`src/rtl/cic_comb_decim_if.sv`:
```
// Sample and result handshake bundle for the CIC comb decimator.
// Driver side uses master; the comb block uses slave.
interface cic_comb_decim_if #(
   parameter int WIDTH  = 19,
   parameter int RATE_W = 8,
   parameter int OUT_W  = 16
);
   logic [WIDTH-1:0]  in;
   logic              in_valid;
   logic [RATE_W-1:0] rate;
   logic [OUT_W-1:0]  out;
   logic              out_valid;
   logic              out_ready;
   logic              overrun;

   modport master (
      output in, in_valid, rate, out_ready,
      input  out, out_valid, overrun
   );

   modport slave (
      input  in, in_valid, rate, out_ready,
      output out, out_valid, overrun
   );
endinterface

```
`src/rtl/cic_comb_decim.sv`:
```
// Decimating CIC comb section: runtime ratio, STAGES combs, registered output.
// Define CIC_COMB_ROUND_EN for round-half-up scaling with positive saturation.
module cic_comb_decim #(
   parameter int WIDTH  = 19,
   parameter int STAGES = 3,
   parameter int RATE_W = 8,
   parameter int OUT_W  = 16
) (
   input logic             clk,
   input logic             rst,
   cic_comb_decim_if.slave bus
);
   localparam logic [RATE_W-1:0] ONE = RATE_W'(1);

   logic              armed;
   logic [RATE_W-1:0] phase;
   logic [RATE_W-1:0] r_lat;
   logic [RATE_W-1:0] rate_map;
   logic [RATE_W-1:0] r_now;
   logic              dec;

   logic [WIDTH-1:0]  x [STAGES+1];
   logic [WIDTH-1:0]  d [STAGES];
   logic [STAGES:0]   v;
   logic [OUT_W-1:0]  scaled;

   assign rate_map = (bus.rate == '0) ? ONE : bus.rate;
   // Before the first edge after reset the ratio comes straight from rate.
   assign r_now    = armed ? r_lat : rate_map;
   assign dec      = bus.in_valid && (phase == r_now - ONE);

   always_ff @(posedge clk or negedge rst) begin
      if (!rst) begin
         armed <= 1'b0;
         phase <= '0;
         r_lat <= '0;
      end else begin
         if (!armed) begin
            armed <= 1'b1;
            r_lat <= rate_map;
         end
         if (bus.in_valid) begin
            if (dec) begin
               phase <= '0;
               r_lat <= rate_map;
            end else begin
               phase <= phase + ONE;
            end
         end
      end
   end

   always_ff @(posedge clk or negedge rst) begin
      if (!rst) begin
         v <= '0;
         for (int i = 0; i <= STAGES; i++) x[i] <= '0;
         for (int i = 0; i < STAGES; i++)  d[i] <= '0;
      end else begin
         v[0] <= dec;
         if (dec) x[0] <= bus.in;
         // Tokens advance every clock; delays move only with a token.
         for (int k = 1; k <= STAGES; k++) begin
            v[k] <= v[k-1];
            if (v[k-1]) begin
               x[k]   <= x[k-1] - d[k-1];
               d[k-1] <= x[k-1];
            end
         end
      end
   end

`ifdef CIC_COMB_ROUND_EN
   generate
      if (WIDTH > OUT_W) begin : g_rnd
         localparam logic [WIDTH-1:0] HALF =
            WIDTH'(1) << (WIDTH - OUT_W - 1);
         localparam logic [OUT_W-1:0] MAXP =
            {1'b0, {(OUT_W-1){1'b1}}};
         logic [WIDTH-1:0] sum;
         assign sum = x[STAGES] + HALF;
         assign scaled =
            (!x[STAGES][WIDTH-1] && sum[WIDTH-1]) ? MAXP
                                                  : sum[WIDTH-1 -: OUT_W];
      end else begin : g_pass
         assign scaled = x[STAGES][WIDTH-1 -: OUT_W];
      end
   endgenerate
`else
   assign scaled = x[STAGES][WIDTH-1 -: OUT_W];
`endif

   always_ff @(posedge clk or negedge rst) begin
      if (!rst) begin
         bus.out       <= '0;
         bus.out_valid <= 1'b0;
         bus.overrun   <= 1'b0;
      end else begin
         if (v[STAGES]) begin
            bus.out       <= scaled;
            bus.out_valid <= 1'b1;
            if (bus.out_valid && !bus.out_ready) bus.overrun <= 1'b1;
         end else if (bus.out_valid && bus.out_ready) begin
            bus.out_valid <= 1'b0;
         end
      end
   end
endmodule

```
`src/flat_wrapper.sv`:
```
// flat-port wrapper written by rule: the top's interface ports become plain ports
module cic_comb_decim_flat 
#(
   parameter int WIDTH  = 19,
   parameter int STAGES = 3,
   parameter int RATE_W = 8,
   parameter int OUT_W  = 16
)
  (clk, rst, bus_in, bus_in_valid, bus_rate, bus_out_ready, bus_out, bus_out_valid, bus_overrun);
  cic_comb_decim_if #(.WIDTH(WIDTH), .RATE_W(RATE_W), .OUT_W(OUT_W)) bus_i ();
  input logic clk;
  input logic rst;
  input wire logic [$bits(bus_i.in)-1:0] bus_in;
  input wire logic [$bits(bus_i.in_valid)-1:0] bus_in_valid;
  input wire logic [$bits(bus_i.rate)-1:0] bus_rate;
  input wire logic [$bits(bus_i.out_ready)-1:0] bus_out_ready;
  output wire logic [$bits(bus_i.out)-1:0] bus_out;
  output wire logic [$bits(bus_i.out_valid)-1:0] bus_out_valid;
  output wire logic [$bits(bus_i.overrun)-1:0] bus_overrun;
  assign bus_i.in = bus_in;
  assign bus_i.in_valid = bus_in_valid;
  assign bus_i.rate = bus_rate;
  assign bus_i.out_ready = bus_out_ready;
  assign bus_out = bus_i.out;
  assign bus_out_valid = bus_i.out_valid;
  assign bus_overrun = bus_i.overrun;
  cic_comb_decim #(.WIDTH(WIDTH), .STAGES(STAGES), .RATE_W(RATE_W), .OUT_W(OUT_W)) u_core (.clk(clk), .rst(rst), .bus(bus_i));
endmodule
```
`config.mk`:
```
export PLATFORM = sky130hd
export DESIGN_NAME = cic_comb_decim_flat
export DESIGN_NICKNAME = d
export VERILOG_FILES = /design/src/rtl/cic_comb_decim_if.sv /design/src/rtl/cic_comb_decim.sv /design/src/flat_wrapper.sv
export SDC_FILE = /design/constraint.sdc
export NUM_CORES = 1
export LEC_CHECK = 0
export BUFFER_PORTS_ARGS = -buffer_cell sky130_fd_sc_hd__buf_2
export CORE_MARGIN = 4
export CORE_UTILIZATION = 45
export CTS_CLUSTER_SIZE = 40
export DETAILED_ROUTE_END_ITERATION = 10
export PLACE_DENSITY = 0.72
export SLEW_MARGIN = 20
export SYNTH_ARGS = -nofsm -noshare
export SYNTH_HDL_FRONTEND = slang
export SYNTH_SLANG_ARGS = --single-unit
```
`constraint.sdc`:
```
create_clock -name clk -period 6.7 [get_ports clk]
set_clock_uncertainty 0.1 [all_clocks]
set_input_delay 1.005 -clock clk [delete_from_list [all_inputs] [get_ports clk]]
set_output_delay 1.005 -clock clk [all_outputs]
set_load 0.01 [all_outputs]
```
==> run metrics, run 1 <==
FP Rows 51; min-delay src u_core.bus.overrun; CP bufs+invs 3; hold slack 361.9 ps; DR DRC count 0; Synth top cells by count 169 x dfrtp_1, 88 x nand2_1, 81 x o21ai_0; Fin. Hold Viols 0; Switch Pwr 0.001263 W; top post-synthesis cells by area dfrtp_1 46%, ha_1 7.5%, mux2_2 6.9%, o21ai_0 4.4%, nand2_1 3.6%; Setup-failing EPs final 0; Pwr Total 0.003702 W; slowest stage delay, CP 440 ps; Worst Hold Depth 1; largest net degree at the start of global routing 98; Clock Power Share 28.5%; Reg2Reg Depth 11; H-tree depth 4; Int Pwr 0.002440 W; fraction of layout cells with a size suffix above 1 17.28%; clock buffer depth 2; Max Cap Viol 0; pwr/cell area 360.2 nW/um^2; Post-Syn Area 9146 sq um; Die X 150.6 um; Total Wirelength 16.15 mm; Tmin final 3634 ps; worst skew pair latency 430 ps; post-cts gate resize count 0; pins over their slew limit 0; hpwl dp 11.58 mm; Syn Area/Cell 10.25 sq um; cell taking the most area after synthesis dfrtp_1; DR vias/cell 5.229; Clk pin slew, worst setup/hold paths 70 ps; status complete, no violations; combinational power share 38.3%; warning count from the yosys run 0; WL per Instance 13.30 um; slowest CP cell nor4_1; syn_nets 980; GPL Wtd Cong 0.8054; die span in y 150.6 um; Top Ports 49; Detailed Route Iter0 Violations 297; path length in cells of the critical path 12; Sw Ratio 34.11%; gr usage total 15.73%; HP Class flip-flop to flip-flop; Worst setup SP type input pin; Num CTS Buffers 17; CP arrival 3850 ps; f_max 275.2 MHz; Reg2Reg Setup Slack 3140 ps; cts hold-fix bufs 0; Die ar. 22,670 sq um; Final Net Count 1,024; root buf cell clkbuf_16; sequential share of the synthesized area 46.24%; fin crit share 54.23%; crit-path cells buf_2 -> nor4_1 -> a21o_1 -> inv_1 -> ha_1 -> xnor2_1 -> xnor2_1 -> nand4_1 -> a2111o_1 -> buf_4 -> nand2_1 -> mux2_2; worst-margin pin slew 893.7 ps; origin of the critical flop-to-flop path u_core.armed; port bufs 48; CP Max Fanout 31; diodes inserted 0; count leader, synth dfrtp_1; post-route setup TNS 0 ps; sequential cell fraction of total power 33.3%; Setup CP Type input pin to flip-flop; Syn Inst Count 892; Yosys cell types 58; worst vdd ir 0.2099 mV; first-pass GRT wire length 29.52 mm; # clock sinks 169; Pre-antenna DRT Iters 5; starting density of the core 46.39%; number of flops mapped to enable cells by yosys 0; CP most frequent cell xnor2_1; post-CTS setup buffer count 0; Area growth, synth to finish 12.38%; CTS tree yes; vias in the first global route 6,429; ANT nets after route 0; Lkg Pwr 4.993 nW; RSZ-0062 raised after global routing false; vias post-DR 6,348; Critical Path End Type flip-flop; WP data required 6920 ps; top-area cell type share of the netlist area 46.24%; antenna violations before repair 0; worst hold endpoint u_core.bus.overrun; worst relative slew slack 40.42%; Reg-to-Reg End u_core.r_lat[7]; FFs w/ async S/R, synth 100.0%; Congestion Overflow GR 0; delay-heaviest family, CP simple AND/OR/NAND/NOR gates; area of the core 19,720 sq um; Top FF cell, synth dfrtp_1; flip-flop and latch count after synthesis 169
[cell type report]
| class | count | area (sq um) |
|---|---|---|
| clock inverters | 15 | 215.2 |
| fillers | 1818 | 9439 |
| multi-input cells | 620 | 4512 |
| repair buffers | 53 | 284.0 |
| inverters | 75 | 281.5 |
| clock buffers | 17 | 425.4 |
| flip-flops and latches | 169 | 4229 |
| well taps | 265 | 331.6 |
[layout by cell type, fill, tap and decap left out, types with 7 or more instances in the layout]
cell / count
dfrtp_1: 169
o31ai_1: 10
mux2i_1: 11
clkbuf_16: 17
nand3_1: 8
nor3_1: 16
a21o_1: 12
mux2_2: 56
nand4_1: 10
xnor2_1: 32
nand2_1: 88
buf_2: 47
ha_1: 55
xor2_1: 24
o21ai_0: 81
o21bai_1: 7
inv_1: 75
a21oi_1: 43
o21a_1: 16
nor2_1: 49
mux2_4: 19
[per-stage QoR]
stage                     std cells  setup WS [ps]  area, sq um  utilization [%]
after detailed placement       1182           2600         9638            48.88
final                          1214           3066        10280            52.13
after CTS                      1214           3068        10280            52.13
after global placement         1182           2678         9638            48.88
after floorplan                 892           3313         9146                -
after global routing           1214           2884        10280            52.13
[how the worst max path moves through the flow]
stage | to | from | slack [ps]
6_report | u_core.r_lat[7] | bus_rate[1] | 3070
5_1_grt | u_core.r_lat[7] | bus_rate[1] | 2880
4_1_cts | u_core.r_lat[7] | bus_rate[1] | 3070
3_5_place_dp | u_core.r_lat[7] | bus_rate[1] | 2600
3_3_place_gp | u_core.r_lat[2] | bus_rate[1] | 2680
2_1_floorplan | u_core.r_lat[2] | bus_rate[1] | 3310
[layer usage]
layer	track usage, %	up-vias	share of wire, %
met5	0	-	0
met4	5.215	0	1.6
met3	3.191	23	3.5
met2	25.52	91	46
met1	21.16	3037	49
li1	-	3197	-
[sequential cells by signal, summed over array words and instances (netlist names)]
signal / count
u_core.r_lat: 8
u_core.bus.out_valid: 1
u_core.bus.overrun: 1
u_core.d: 57
u_core.v: 4
u_core.x: 57
u_core.phase: 8
u_core.bus.out: 16
u_core.scaled: 16
u_core.armed: 1
[power groups by stage]
stage	Clock, W	Combinational, W	Sequential (W)
floorplan	0	0.00116	0.00121
global placement	0	0.00139	0.00124
detailed placement	0	0.00141	0.00125
CTS	0.00108	0.00143	0.00123
global route	0.00112	0.00161	0.00125
finish	0.00105	0.00142	0.00123
[cells by family after synthesis]
group	Yosys count	synth area share, %
xor+xnor	56	5.363
mux	87	11.34
buf+inv	103	4.432
simple gates	208	10.29
fa+ha+maj	57	7.962
compound gates	211	14.34
flops	169	46.24
other cells	1	0.04100
(Power assumes the default switching activity.)
==> inputs of run 2 (changes only) <==
clock period = 3.47 ns   (was 6.7 ns; I/O delays follow)
==> run 2 against run 1 <==
Net effect:
- critical path type unchanged
- die area unchanged
- via count down 1.8%
- utilization up 0.18 points
- combinational power up 95%
- sequential power up 93%
- critical path depth down 1
- worst hold slack worse by 300 ps
- non-clock buffer count up 5
- wire length down 1.2%
- worst setup slack worse by 2500 ps
==> run metrics, run 2 (synthesized netlist as in run 1, its figures left out) <==
most common cell after layout, fill and taps aside dfrtp_1; fraction of layout cells with a size suffix above 1 17.61%; Total Wirelength 15.96 mm; GPL Wtd Cong 0.8158; Clk pin slew, worst setup/hold paths 60 ps; Sw Ratio 34.16%; FP Rows 51; CP arrival 3140 ps; # clock sinks 169; post-route setup TNS 0 ps; Setup-failing EPs final 0; non-filler cells, final 1,219; CTS tree yes; biggest regs u_core.d (57), u_core.x (57); sequential cell fraction of total power 33.7%; worst-margin pin slew 822.1 ps; post-CTS setup buffer count 0; area of the core 19,720 sq um; diodes inserted 0; dpl cells 1,187; RSZ-0062 raised after global routing false; Worst setup SP type input pin; Max Cap Viol 0; status complete, no violations; Area growth, synth to finish 12.76%; post-cts gate resize count 0; Final Net Count 1,029; Setup CP Type input pin to flip-flop; WL per Instance 13.09 um; vias in the first global route 6,219; pwr/cell area 682.3 nW/um^2; clock buffer depth 2; Int Pwr 0.004633 W; starting density of the core 46.39%; DR DRC count 0; antenna violations before repair 0; port bufs 48; combinational power share 39.4%; ANT nets after route 0; Switch Pwr 0.002404 W; die span in y 150.6 um; Fin. Hold Viols 0; gr usage total 15.23%; root buf cell clkbuf_16; Top Ports 49; Num CTS Buffers 17; HP Class input pin to asynchronous set/reset pin; cts hold-fix bufs 0; worst skew pair latency 430 ps; CP Launch Point bus_rate[1]; fin crit share 84.57%; pre-CTS WS 100.8 ps; final worst slack 535.4 ps; Clock Power Share 26.9%; CP Max Fanout 30; Congestion Overflow GR 0; Layout Utilization 52.31%; Critical Path End Type flip-flop; largest net degree at the start of global routing 91; pins over their slew limit 0; H-tree depth 4; f_max 340.8 MHz; commonest non-fill, non-tap cells in the layout 169 x dfrtp_1, 88 x nand2_1, 81 x o21ai_0; Detailed Route Iter0 Violations 304; worst relative slew slack 45.20%; Lkg Pwr 5.018 nW; WP data required 3680 ps; origin of the critical flop-to-flop path u_core.armed; first-pass GRT wire length 28.57 mm; Pre-antenna DRT Iters 4; hpwl dp 11.61 mm; DR vias/cell 5.112; worst vdd ir 0.4108 mV; Tmin final 2935 ps; vias post-DR 6,232; Die ar. 22,670 sq um; Die X 150.6 um
==> run 2: cell count changes in the layout (fill, tap and decap cells not counted), sizes merged <==
cell,delta
bufinv,-2
buf,+5
inv,-4
clkbuf,+5
clkinv,+1
==> run 2: layer usage <==
layer / up-vias / global-route usage, % / wire length (um)
met5: - / 0 / 0
met4: 0 / 4.986 / 152
li1: 3219 / - / -
met2: 78 / 24.33 / 7395
met1: 2924 / 21.02 / 7932
met3: 11 / 2.800 / 481
==> run 2: power groups by stage <==
stage	logic, W	registers [W]	clock network (W)
finish	0.00277	0.00237	0.00189
global route	0.00312	0.00241	0.00201
global placement	0.00270	0.00240	0
floorplan	0.00225	0.00234	0
CTS	0.00278	0.00238	0.00193
detailed placement	0.00274	0.00241	0
==> run 2: final cells by class <==
class                   count  area [sq um]
fillers                  1746          9404
well taps                 265         331.6
inverters                  75         281.5
repair buffers             58         359.1
clock buffers              22         484.2
flip-flops and latches    169          4229
multi-input cells         620          4512
clock inverters            10         116.4
==> run 2: critical path, cell delays in order <==
cell and delay (ps):
buf_2 120, nor4_1 440, a21o_1 270, inv_1 100
ha_1 250, xnor2_1 190, xnor2_1 140, nand4_1 110
a2111o_1 460, buf_12 200, mux2_4 310
==> run 2: metrics by stage <==
step | total power (W) | instance area (sq um) | hold WS, ps
after global placement | 0.005099 | 9713 | 345.5
after global routing | 0.007544 | 10310 | 136.3
final | 0.007037 | 10310 | 57.02
after floorplan | 0.004587 | 9146 | 124.9
after CTS | 0.007088 | 10310 | 104.4
after detailed placement | 0.005154 | 9713 | 354.4
==> run 2: final timing paths <==
check | to | slack, ps | depth (start not counted)
max | u_core.x[65] | 540 | 11
min | u_core.bus.overrun | 60 | 1
max reg2reg | u_core.x[65] | 550 | 10
min reg2reg | u_core.bus.overrun | 370 | 1
max in group asynchronous | u_core.d[49] | 2410 | 2
min in group clk | u_core.x[72] | 220 | 2
==> inputs of run 3 (changes only) <==
ABC_AREA = 1   (was default)
clock period = 2.9 ns   (was 3.47 ns; I/O delays follow)
==> run 3 against run 2 <==
Net effect:
- global-route usage rose by 2.8 points
- largest power group unchanged
- clock power rose by 22%
- wire length is 32% higher
- power rose by 35%
- synthesized cell count grew 47%
- combinational power increased by 60%
- critical path type is now flip-flop to flip-flop
- utilization shrank 0.60 points
==> run metrics, run 3 <==
# clock sinks 169; ANT nets after route 0; Num CTS Buffers 17; M3 GR Usage 3.218%; Int Pwr 0.005550 W; Pre-antenna DRT Iters 5; Die ar. 24,300 sq um; Top Ports 49; Fin. Hold Viols 0; worst-margin pin slew 772.8 ps; area of the core 21,290 sq um; diodes inserted 0; top post-synthesis cells by area dfrtp_1 43%, nand2_1 16%, ha_1 7.0%, o21ai_0 5.9%, inv_1 5.7%; warning count from the yosys run 0; pins over their slew limit 0; Syn Inst Count 1,307; Sw Ratio 41.78%; worst relative slew slack 48.42%; root buf cell clkbuf_16; CP most frequent cell nand2_1; Clk pin slew, worst setup/hold paths 70 ps; Synth top cells by count 431 x nand2_1, 169 x dfrtp_1, 149 x inv_1; non-filler cells, final 1,644; port bufs 48; post-route setup TNS 0 ps; flip-flop and latch count after synthesis 169; Clock Power Share 24.2%; CP Max Fanout 29; M1 GR Usage 23.05%; syn_nets 1,395; DR vias/cell 5.022; slowest CP cell dfrtp_1; RSZ-0062 raised after global routing false; top-area cell type share of the netlist area 42.98%; Syn Area/Cell 7.528 sq um; most common cell after layout, fill and taps aside nand2_1; Die X 155.9 um; WP data required 3120 ps; dpl cells 1,611; Total Wirelength 21.09 mm; CTS tree yes; FP Rows 53; starting density of the core 46.22%; sequential share of the synthesized area 42.98%; count leader, synth nand2_1; Max Cap Viol 0; busiest grt layer met2; largest net degree at the start of global routing 53; first-pass GRT wire length 36.39 mm; number of flops mapped to enable cells by yosys 0; Tmin final 2628 ps; status complete, no violations; pwr/cell area 866.1 nW/um^2; hpwl dp 15.76 mm; f_max 380.6 MHz; Lkg Pwr 5.977 nW; Switch Pwr 0.003983 W; Yosys cell types 38; Detailed Route Iter0 Violations 369; antenna violations before repair 0; sequential cell fraction of total power 29.4%; Post-Syn Area 9839 sq um; Top FF cell, synth dfrtp_1; die span in y 155.9 um; biggest regs u_core.d (57), u_core.x (57); Critical Path End Type flip-flop; Setup CP Type flip-flop to flip-flop; Final Net Count 1,444; WL per Instance 12.83 um; CP arrival 2850 ps; Worst setup SP type flip-flop; FFs w/ async S/R, synth 100.0%; Area growth, synth to finish 11.86%; Congestion Overflow GR 0; vias in the first global route 7,895; cell taking the most area after synthesis dfrtp_1; fraction of layout cells with a size suffix above 1 9.058%; GPL Wtd Cong 0.9155; Setup-failing EPs final 0; vias post-DR 8,256; slowest stage delay, CP 450 ps; combinational power share 46.4%; HP Class input pin to flip-flop; crit-path cells inv_2 -> or2_2 -> nand2_2 -> ha_1 -> nand3_1 -> nor2_2 -> nand2_1 -> nand3_1 -> nand2_1 -> inv_1 -> nand3_2 -> nor2_8 -> nand2_2 -> buf_12 -> nand2_1 -> nand2_1; met2 Use GR 30.82%; worst skew pair latency 430 ps; H-tree depth 4; DR DRC count 0; gr usage total 17.99%; commonest non-fill, non-tap cells in the layout 431 x nand2_1, 169 x dfrtp_1, 149 x inv_1; worst vdd ir 0.4758 mV; clock buffer depth 2; fin crit share 90.60%
==> run 3: layout make-up <==
cell class                 instances  area [sq um]
clock buffer                      18         439.2
clock inverter                    14         158.9
fill                            2074         10280
inverter                         156         593.1
multi-input combinational        949          4856
sequential                       169          4229
tap                              275         344.1
timing repair buffer              63         386.6
==> run 3: power by group through the flow <==
stage | logic, W | registers, W | clock network, W
after floorplan | 0.00346 | 0.00277 | 0
after global placement | 0.00424 | 0.00283 | 0
after detailed placement | 0.00433 | 0.00284 | 0
after CTS | 0.00438 | 0.00280 | 0.00236
after global routing | 0.00508 | 0.00283 | 0.00246
final | 0.00442 | 0.00280 | 0.00231
==> run 3: final timing paths <==
check                                        start                 end  slack [ps]  depth (start not counted)
worst max-delay path                  u_core.armed        u_core.x[61]         270                         16
worst min-delay path                 bus_out_ready  u_core.bus.overrun         100                          2
worst max register to register        u_core.armed        u_core.x[61]         270                         16
worst min register to register  u_core.bus.overrun  u_core.bus.overrun         360                          2
max in group asynchronous                      rst        u_core.d[34]        1490                          3
min in group asynchronous                      rst        u_core.d[51]         440                          2
==> run 3: cell families after synthesis <==
| group | Yosys count | share of synthesized area (%) |
|---|---|---|
| AO/OA/AOI/OAI | 199 | 10.91 |
| XOR/XNOR | 29 | 2.581 |
| adder cells (fa/ha/maj) | 57 | 7.401 |
| buffers and inverters | 189 | 7.693 |
| flip-flops | 169 | 42.98 |
| other | 1 | 0.03811 |
| AND/OR/NAND/NOR | 663 | 28.40 |
==> run 3: what timing repair did <==
action                                  4_1_cts  5_1_grt
gates resized for setup                       0        1
hold buffers                                  1        0
setup buffers                                 0        0
endpoints found under the hold margin        48        0
endpoints found under the setup margin        0       23
==> run 3: critical path, delay by kind of cell, from the launching register on <==
kind	cells	cell delay (ps)
fa+ha+maj	1	200
buf+inv	3	370
flops	1	450
simple gates	12	1390
==> run 3: stage by stage <==
stage               utilization [%]  setup slack, ps  total power [W]  cell area (sq um)  hold slack, ps
floorplan                         -            469.2         0.006229               9839           39.41
global placement              48.84            284.7         0.007076              10400           323.8
detailed placement            48.84            208.4         0.007174              10400           323.2
CTS                           51.70            224.9         0.009539              11000           83.00
global route                  51.71            23.55          0.01037              11010           110.6
finish                        51.71            272.5         0.009533              11010           97.14
==> run 3: metal layers <==
metal  vias up  part of all wire (%)
li1       4323                     -
met1      3764                    46
met2       134                    48
met3        35                   3.2
met4         0                   2.4
met5         -                     0
